## config.mk

```make
export PLATFORM = sky130hd
export DESIGN_NAME = parking_occupancy_counter
export DESIGN_NICKNAME = d
export VERILOG_FILES = /design/src/rtl/parking_pkg.sv /design/src/rtl/sensor_debouncer.sv /design/src/rtl/parking_occupancy_counter.sv
export SDC_FILE = /design/constraint.sdc
export NUM_CORES = 1
export LEC_CHECK = 0
export ABC_AREA = 1
export CAP_MARGIN = 0
export CORE_MARGIN = 5
export CORE_UTILIZATION = 38
export CTS_CLUSTER_DIAMETER = 100
export DETAILED_ROUTE_END_ITERATION = 10
export GPL_ROUTABILITY_DRIVEN = 0
export PLACE_DENSITY = 0.6
export SLEW_MARGIN = 20
export SYNTH_ARGS = -nofsm -noshare
export SYNTH_HDL_FRONTEND = slang
export SYNTH_SLANG_ARGS = --single-unit
```

## constraint.sdc

```tcl
create_clock -name clk_in -period 2.1 [get_ports clk_in]
set_clock_uncertainty 0.1 [all_clocks]
set_input_delay 0.42 -clock clk_in [delete_from_list [all_inputs] [get_ports clk_in]]
set_output_delay 0.42 -clock clk_in [all_outputs]
set_load 0.01 [all_outputs]
```

## src/rtl/parking_pkg.sv

```systemverilog
// Shared definitions for the parking lot occupancy logic and the display logic:
// debounce state encoding and default lot parameters.
package parking_pkg;

  typedef enum logic [1:0] {
    DB_LOW,
    DB_CONF_HI,
    DB_HIGH,
    DB_CONF_LO
  } db_state_e;

  localparam int DEF_CAPACITY       = 8;
  localparam int DEF_DEBOUNCE_TICKS = 3;
  localparam int DEF_CNT_W          = 4;

endpackage

```

## src/rtl/sensor_debouncer.sv

```systemverilog
// Synchronises one raw vehicle sensor, debounces it on the 100 Hz tick and
// emits a one-cycle pulse on each accepted rising edge.
module sensor_debouncer
  import parking_pkg::*;
#(
  parameter int DEBOUNCE_TICKS = DEF_DEBOUNCE_TICKS
) (
  input  logic clk_in,
  input  logic rst,
  input  logic tick_100hz,
  input  logic raw_in,
  output logic rise_pulse
);

  localparam int CW = (DEBOUNCE_TICKS > 1) ? $clog2(DEBOUNCE_TICKS) : 1;
  localparam logic [CW-1:0] LAST = CW'(DEBOUNCE_TICKS - 1);

  logic [1:0]    sync_q;
  logic          sync;
  db_state_e     state_q, state_d;
  logic [CW-1:0] cnt_q, cnt_d;
  logic          rise_d;

  // NOTE: registers use non-blocking assignments so every flop samples the pre-edge values.
  always_ff @(posedge clk_in or posedge rst) begin
    if (rst) begin
      sync_q <= '0;
    end else begin
      sync_q <= {sync_q[0], raw_in};
    end
  end

  assign sync = sync_q[1];

  // NOTE: every always_comb output gets a default first so no path infers a latch.
  always_comb begin
    state_d = state_q;
    cnt_d   = cnt_q;
    rise_d  = 1'b0;
    if (tick_100hz) begin
      case (state_q)
        DB_LOW: begin
          if (sync) begin
            if (DEBOUNCE_TICKS == 1) begin
              state_d = DB_HIGH;
              cnt_d   = '0;
              rise_d  = 1'b1;
            end else begin
              state_d = DB_CONF_HI;
              cnt_d   = CW'(1);
            end
          end
        end
        DB_CONF_HI: begin
          if (!sync) begin
            state_d = DB_LOW;
            cnt_d   = '0;
          end else if (cnt_q == LAST) begin
            state_d = DB_HIGH;
            cnt_d   = '0;
            rise_d  = 1'b1;
          end else begin
            cnt_d = cnt_q + CW'(1);
          end
        end
        DB_HIGH: begin
          if (!sync) begin
            if (DEBOUNCE_TICKS == 1) begin
              state_d = DB_LOW;
              cnt_d   = '0;
            end else begin
              state_d = DB_CONF_LO;
              cnt_d   = CW'(1);
            end
          end
        end
        DB_CONF_LO: begin
          // Bouncing back high is not a new edge, so no pulse here.
          if (sync) begin
            state_d = DB_HIGH;
            cnt_d   = '0;
          end else if (cnt_q == LAST) begin
            state_d = DB_LOW;
            cnt_d   = '0;
          end else begin
            cnt_d = cnt_q + CW'(1);
          end
        end
        default: begin
          state_d = DB_LOW;
          cnt_d   = '0;
        end
      endcase
    end
  end

  always_ff @(posedge clk_in or posedge rst) begin
    if (rst) begin
      state_q    <= DB_LOW;
      cnt_q      <= '0;
      rise_pulse <= 1'b0;
    end else begin
      state_q    <= state_d;
      cnt_q      <= cnt_d;
      rise_pulse <= rise_d;
    end
  end

endmodule

```

## src/rtl/parking_occupancy_counter.sv

```systemverilog
// Lot occupancy counter: debounced entry/exit events update a saturating count
// with registered free-slot, full/empty flags and a reject pulse.
module parking_occupancy_counter
  import parking_pkg::*;
#(
  parameter int CAPACITY       = DEF_CAPACITY,
  parameter int DEBOUNCE_TICKS = DEF_DEBOUNCE_TICKS,
  parameter int CNT_W          = DEF_CNT_W
) (
  input  logic             clk_in,
  input  logic             rst,
  input  logic             tick_100hz,
  input  logic             entry_sensor,
  input  logic             exit_sensor,
  output logic [CNT_W-1:0] occupied,
  output logic [CNT_W-1:0] free_slots,
  output logic             full,
  output logic             empty,
  output logic             entry_event,
  output logic             exit_event,
  output logic             reject
);

  localparam logic [CNT_W-1:0] CAP_V = CNT_W'(CAPACITY);

  logic [CNT_W-1:0] occ_d;
  logic             reject_d;

  sensor_debouncer #(.DEBOUNCE_TICKS(DEBOUNCE_TICKS)) u_entry_db (
    .clk_in     (clk_in),
    .rst        (rst),
    .tick_100hz (tick_100hz),
    .raw_in     (entry_sensor),
    .rise_pulse (entry_event)
  );

  sensor_debouncer #(.DEBOUNCE_TICKS(DEBOUNCE_TICKS)) u_exit_db (
    .clk_in     (clk_in),
    .rst        (rst),
    .tick_100hz (tick_100hz),
    .raw_in     (exit_sensor),
    .rise_pulse (exit_event)
  );

  // Simultaneous entry and exit cancel out, even at the full/empty limits.
  always_comb begin
    occ_d    = occupied;
    reject_d = 1'b0;
    case ({entry_event, exit_event})
      2'b10: begin
        if (full) reject_d = 1'b1;
        else      occ_d    = occupied + CNT_W'(1);
      end
      2'b01: begin
        if (!empty) occ_d = occupied - CNT_W'(1);
      end
      default: ;
    endcase
  end

  always_ff @(posedge clk_in or posedge rst) begin
    if (rst) begin
      occupied   <= '0;
      free_slots <= CAP_V;
      full       <= 1'b0;
      empty      <= 1'b1;
      reject     <= 1'b0;
    end else begin
      occupied   <= occ_d;
      free_slots <= CAP_V - occ_d;
      full       <= (occ_d == CAP_V);
      empty      <= (occ_d == '0);
      reject     <= reject_d;
    end
  end

endmodule

```

; ---- After elaboration in Yosys (flattened, before gate mapping)
; Index checks and enable logic that the tools add are counted.
[totals]
register_bits = 25
inputBits = 5
out_inout_bits = 13
elab_cells = 81
[classes]
addsub = 5
n_eq_ne = 19
muxes = 37
n_reduce_logical = 7
[op_table]
columns = operator, n
row1 = $mux W2, 20
row2 = $pmux W2 S4, 4
row3 = $eq A2 B2 Y1 const B, 7
row4 = $mux W1, 10
row5 = $reduce_and A5 Y1, 2
row6 = $mux W4, 2
row7 = $pmux W4 S2, 1
row8 = $eq A2 B1 Y1 const B, 3
row9 = $ne A3 B1 Y1 const B, 2
row10 = $ne A3 B3 Y1 const B, 2
row11 = $reduce_and A3 Y1, 2
row12 = $add A2 B1 Y2 const B, 2
row13 = $add A4 B1 Y4 const B, 1
row14 = $eq A4 B4 Y1 const B, 1
row15 = $logic_not A2 Y1, 2
row16 = $logic_not A4 Y1, 1
row17 = $ne A2 B1 Y1 const B, 2
row18 = $ne A2 B2 Y1 const B, 2
row19 = $sub A4 B1 Y4 const B, 1
row20 = $sub A4 B4 Y4 const A, 1

; ---- Logic depth before layout (Yosys ltp)
[depth]
word_depth = 5
mapped_depth = 11
depth_no_buf = 11

; ---- Hierarchy
; A second synthesis with hierarchy kept.
[unflattened]
hier_cells = 164
hier_area_um2 = 1306.3
[by_module_without_submodules]
columns = mod, n_inst, cells_per_inst, area_each_um2, seq_area_each_um2
row1 = parking_occupancy_counter, 1, 88, 663.1, 252.7
row2 = sensor_debouncer, 2, 38, 321.6, 175.2

; ---- Worst setup path after synthesis
; OpenSTA, ideal clock, no wires.
[synth_path]
kind = flip-flop to flip-flop
startpoint = register u_entry_db.rise_pulse
endpoint = register free_slots[2]
setup_time_ns = 0.123
arrival_time_ns = 1.518
required_time_ns = 1.877
setup_slack_ns = 0.358
stages_incl_launch_ff = 10
path_buffers = 0
synth_period_minus_slack_ns = 1.742
cell_sequence = dfrtp_1 inv_1 ha_1 inv_1 nand3_1 nand2_1 nand2_2 inv_1 ha_1 xor2_1
[synth_between]
elab_chain_len = 3
word_cells_on_any_way = 4
cone_classes = add/sub (1) / eq/ne (2) / mux (1)
[synth_rtl]
columns = element, line_no
row1 = start: declaration, sensor_debouncer.sv:12  ; output logic rise_pulse
row2 = start signal: assignment, sensor_debouncer.sv:105  ; rise_pulse <= rise_d;
row3 = $eq A2 B1 Y1 or $eq A2 B2 Y1 (tied branches), parking_occupancy_counter.sv:49  ; case ({entry_event, exit_event})
row4 = $pmux W4 S2 (*), parking_occupancy_counter.sv:49
row5 = via occ_d[1], parking_occupancy_counter.sv:26  ; logic [CNT_W-1:0] occ_d;
row6 = $sub A4 B4 Y4 (*), parking_occupancy_counter.sv:70  ; free_slots <= CAP_V - occ_d;
row7 = end signal: assignment, parking_occupancy_counter.sv:70
row8 = end: declaration, parking_occupancy_counter.sv:16  ; output logic [CNT_W-1:0] free_slots,
; The timed path passes the listed nets; every way through them passes the cells marked *.
; A chain may end at the register's enable or synchronous reset.

; ---- Worst setup path in the final report
[layout_path]
startpoint = register empty
endpoint = output empty
[layout_rtl]
columns = element, line_no
row1 = start: declaration, parking_occupancy_counter.sv:18  ; output logic empty,
row2 = start signal: assignment, parking_occupancy_counter.sv:72  ; empty <= (occ_d == '0);
; No word-level cell between the ends.

==> flow_summary_export.csv <==
group,metric,value,unit
worst_hold_path,hold_depth,0,
floorplan,std_cell_rows,20,
critical_path,startpoint,"empty$_DFF_PP1_",
detailed_routing,drtIter0Drc,51,
finish,n_antenna_cell,0,
finish,drive_above_1_share,16.2,%
sta,timing_worst_slew_pin_value,337,ps
clock_tree,clkSinkCount,24,
critical_path,critical_path_class,"reg2out",
global_route,antenna_found_initial,0,
floorplan,initial_utilization,39.7,%
critical_path,crit_slowest_cell,"dfstp_2",
finish,utilization,48.8,%
logic_synthesis,syn_nets,154,
sta,max_freq,0.513,GHz
detailed_routing,first_pass_iters,4,
placed_design,dp_hpwl,1960,um
power,powerDensity,912,nW/um2
finish,multi_input_area,493,um2
global_route,overflow,0,
global_route,grt_use_total,12.2,%
sta,post-route-period-util,92.8,%
logic_synthesis,ys_warn_count,0,
clock_tree,ctsRootBufferMaster,"clkbuf_4",
floorplan,core_area,3050,um2
logic_synthesis,yosysTopAreaCell,"dfrtp_1",
logic_synthesis,ys.flop_type,"dfrtp_1",
logic_synthesis,synth_seq_area_share,49.7,%
clock_tree,clock_latency,300,ps
critical_path,worstPathMaxFanout,4,
logic_synthesis,synth_cells,144,
finish,syn_to_final_growth,22.8,%
power,p_leak,0.748,nW
sta,setup_viol,0,
finish,area.sequential,603,um2
clock_tree,post-cts-setup-buffers,0,
detailed_routing,avgRoutedWirePerCell,11.6,um
sta,period_minus_slack,1950,ps
clock_tree,clk_pin_slew_worst_paths,130,ps
logic_synthesis,avgSynthCellArea,8.42,um2
critical_path,crit_chain,"clkdlybuf4s50_1",
power,switching_share,34.9,%
floorplan,dieHeight,66.5,um
logic_synthesis,synthDistinctLibCells,22,
critical_path,cp-end-kind,"output pin",
sta,finalSetupTns,0,ps
power,ir_drop,0.000488,V
detailed_routing,vias,951,
logic_synthesis,synth-seq-cells,24,
sta,rsz0062_at_grt,"false",
detailed_routing,wirelength,2450,um
critical_path,cp_num_buf_inv,1,
power,pwr-share-clk,17.7,%
floorplan,die_width,66.5,um
critical_path,required,1580,ps
clock_tree,cts.repair.resized,0,
logic_synthesis,syn-cell-area,1210,um2
logic_synthesis,yosysMostFrequentCell,"nand2_1",
clock_tree,cts_tree,"built",
logic_synthesis,synth.top_cell.area_share,45.4,%
outcome,outcome,"finished clean",
sta,timing.final.max_slew_violations,0,
logic_synthesis,synth_commonest_cells,"nand2_1, inv_1, dfrtp_1",
critical_path,r2r-start,"u_entry_db.rise_pulse$_DFF_PP0_",
sta,hold_viol,0,
clock_tree,cts_buffers,3,
logic_synthesis,async_flop_share,100,%
critical_path,crit_family,"flip-flops",
power,power.net_switching,0.000474,W
detailed_routing,route.detailed.drc,0,
critical_path,path_depth,1,
sta,slew_headroom,77.4,%
critical_path,start_kind,"flip-flop",
worst_hold_path,hold_path.class,"reg2reg",
power,pwr-share-comb,32.7,%
critical_path,cpPeakStageDelay,590,ps
global_route,grt_max_degree,14,
critical_path,r2r_cells,9,
power,p_int,0.000884,W
worst_hold_path,holdCritStartpoint,"u_exit_db.sync_q[0]$_DFF_PP0_",
logic_synthesis,ys_top_cells_by_area,"dfrtp_1, nand2_1, inv_1",
power,seq_power_share,49.6,%
placed_design,port_buffers,17,
job,max_cap_viol_count,0,
global_route,grt_pass1_vias,971,
floorplan,design.die.area,4420,um2
finish,nets,178,
clock_tree,cts_max_path_buffers,2,
finish,nFillCells,301,
critical_path,crit_arrival,1430,ps
clock_tree,cts_hold_buffers,0,
floorplan,io_pins,18,
clock_tree,ctsHtreeMaxLevel,1,
logic_synthesis,synth_edf_count,0,
global_route,grt_first_pass_wirelength,4130,um
detailed_routing,ant_nets,0,
detailed_routing,viasPerCell,4.51,
==> metal layers <==
metal | track usage (%) | vias to the layer above | routed length (um)
met2 | 21.4 | 15 | 1170
met5 | 0 | - | 0
met3 | 2.53 | 2 | 89
li1 | - | 486 | -
met4 | 3.81 | 0 | 18
met1 | 14.8 | 448 | 1170
==> cells by family after synthesis <==
| group | after synthesis | synth area share (%) |
|---|---|---|
| buffers and inverters | 30 | 9.60 |
| XOR/XNOR | 3 | 2.17 |
| AND/OR/NAND/NOR | 71 | 28.0 |
| AO/OA/AOI/OAI | 11 | 5.37 |
| flip-flops | 24 | 49.7 |
| adder cells (fa/ha/maj) | 5 | 5.16 |
==> metrics by stage <==
stage | cell area (um2) | instances | setup WS, ps | power (W) | hold slack (ps)
3_5_place_dp | 1450 | 207 | 305 | 0.00113 | 242
2_1_floorplan | 1210 | 144 | 358 | 0.000955 | 231
3_3_place_gp | 1450 | 207 | 340 | 0.00111 | 233
5_1_grt | 1490 | 211 | 99.1 | 0.00146 | 281
4_1_cts | 1490 | 211 | 142 | 0.00137 | 270
6_report | 1490 | 211 | 151 | 0.00136 | 265
==> area by class of cell <==
class / instances / area share, %
Clock buffer: 4 / 2.44
Inverter: 29 / 7.31
Timing Repair Buffer: 20 / 12.9
Tap cell: 44 / 3.70
Multi-Input combinational cell: 90 / 33.1
Sequential cell: 24 / 40.5
==> flip-flops by register name (all words and copies together), names as in the netlist, 2 cells and up, named ones only <==
name / count
u_exit_db.cnt_q: 2
occupied: 3
u_entry_db.cnt_q: 2
u_exit_db.sync_q: 2
u_entry_db.sync_q: 2
free_slots: 4
==> placed cells by master (no fill, tap or decap) <==
cell type | netlist | final
nand4_1 | 1 | 1
inv_2 | 3 | 3
nor2_2 | 4 | 4
nor2_4 | 1 | 1
o21ai_0 | 3 | 3
inv_1 | 26 | 26
clkbuf_4 | 0 | 3
nand2_2 | 6 | 6
clkbuf_8 | 0 | 1
a21oi_1 | 2 | 2
ha_1 | 5 | 5
nand3_1 | 11 | 11
dfrtp_1 | 22 | 22
xnor2_1 | 1 | 1
nand3_2 | 3 | 3
nor2_1 | 7 | 7
buf_4 | 1 | 3
o22ai_1 | 5 | 5
clkdlybuf4s50_1 | 0 | 17
dfstp_2 | 2 | 2
a21oi_2 | 1 | 1
xor2_1 | 2 | 2
or2_1 | 1 | 1
nand2_1 | 35 | 35
nor3_1 | 2 | 2
==> path summary, 6_finish.rpt <==
path,slack (ps),to
worst max-delay path,150,empty
worst min-delay path,260,u_exit_db.sync_q[1]$_DFF_PP0_
worst max register to register,280,free_slots[2]$_DFF_PP0_
worst min register to register,260,u_exit_db.sync_q[1]$_DFF_PP0_
max in group asynchronous,1370,empty$_DFF_PP1_
min in group asynchronous,300,u_entry_db.rise_pulse$_DFF_PP0_
==> power groups by stage <==
stage / Clock [W] / Sequential [W] / Combinational (W)
floorplan: 0 / 0.000678 / 0.000276
global placement: 0 / 0.000675 / 0.000432
finish: 0.000240 / 0.000674 / 0.000444
CTS: 0.000248 / 0.000672 / 0.000447
detailed placement: 0 / 0.000681 / 0.000446
global route: 0.000265 / 0.000686 / 0.000505
No activity file was read; power rests on OpenSTA's default activity.
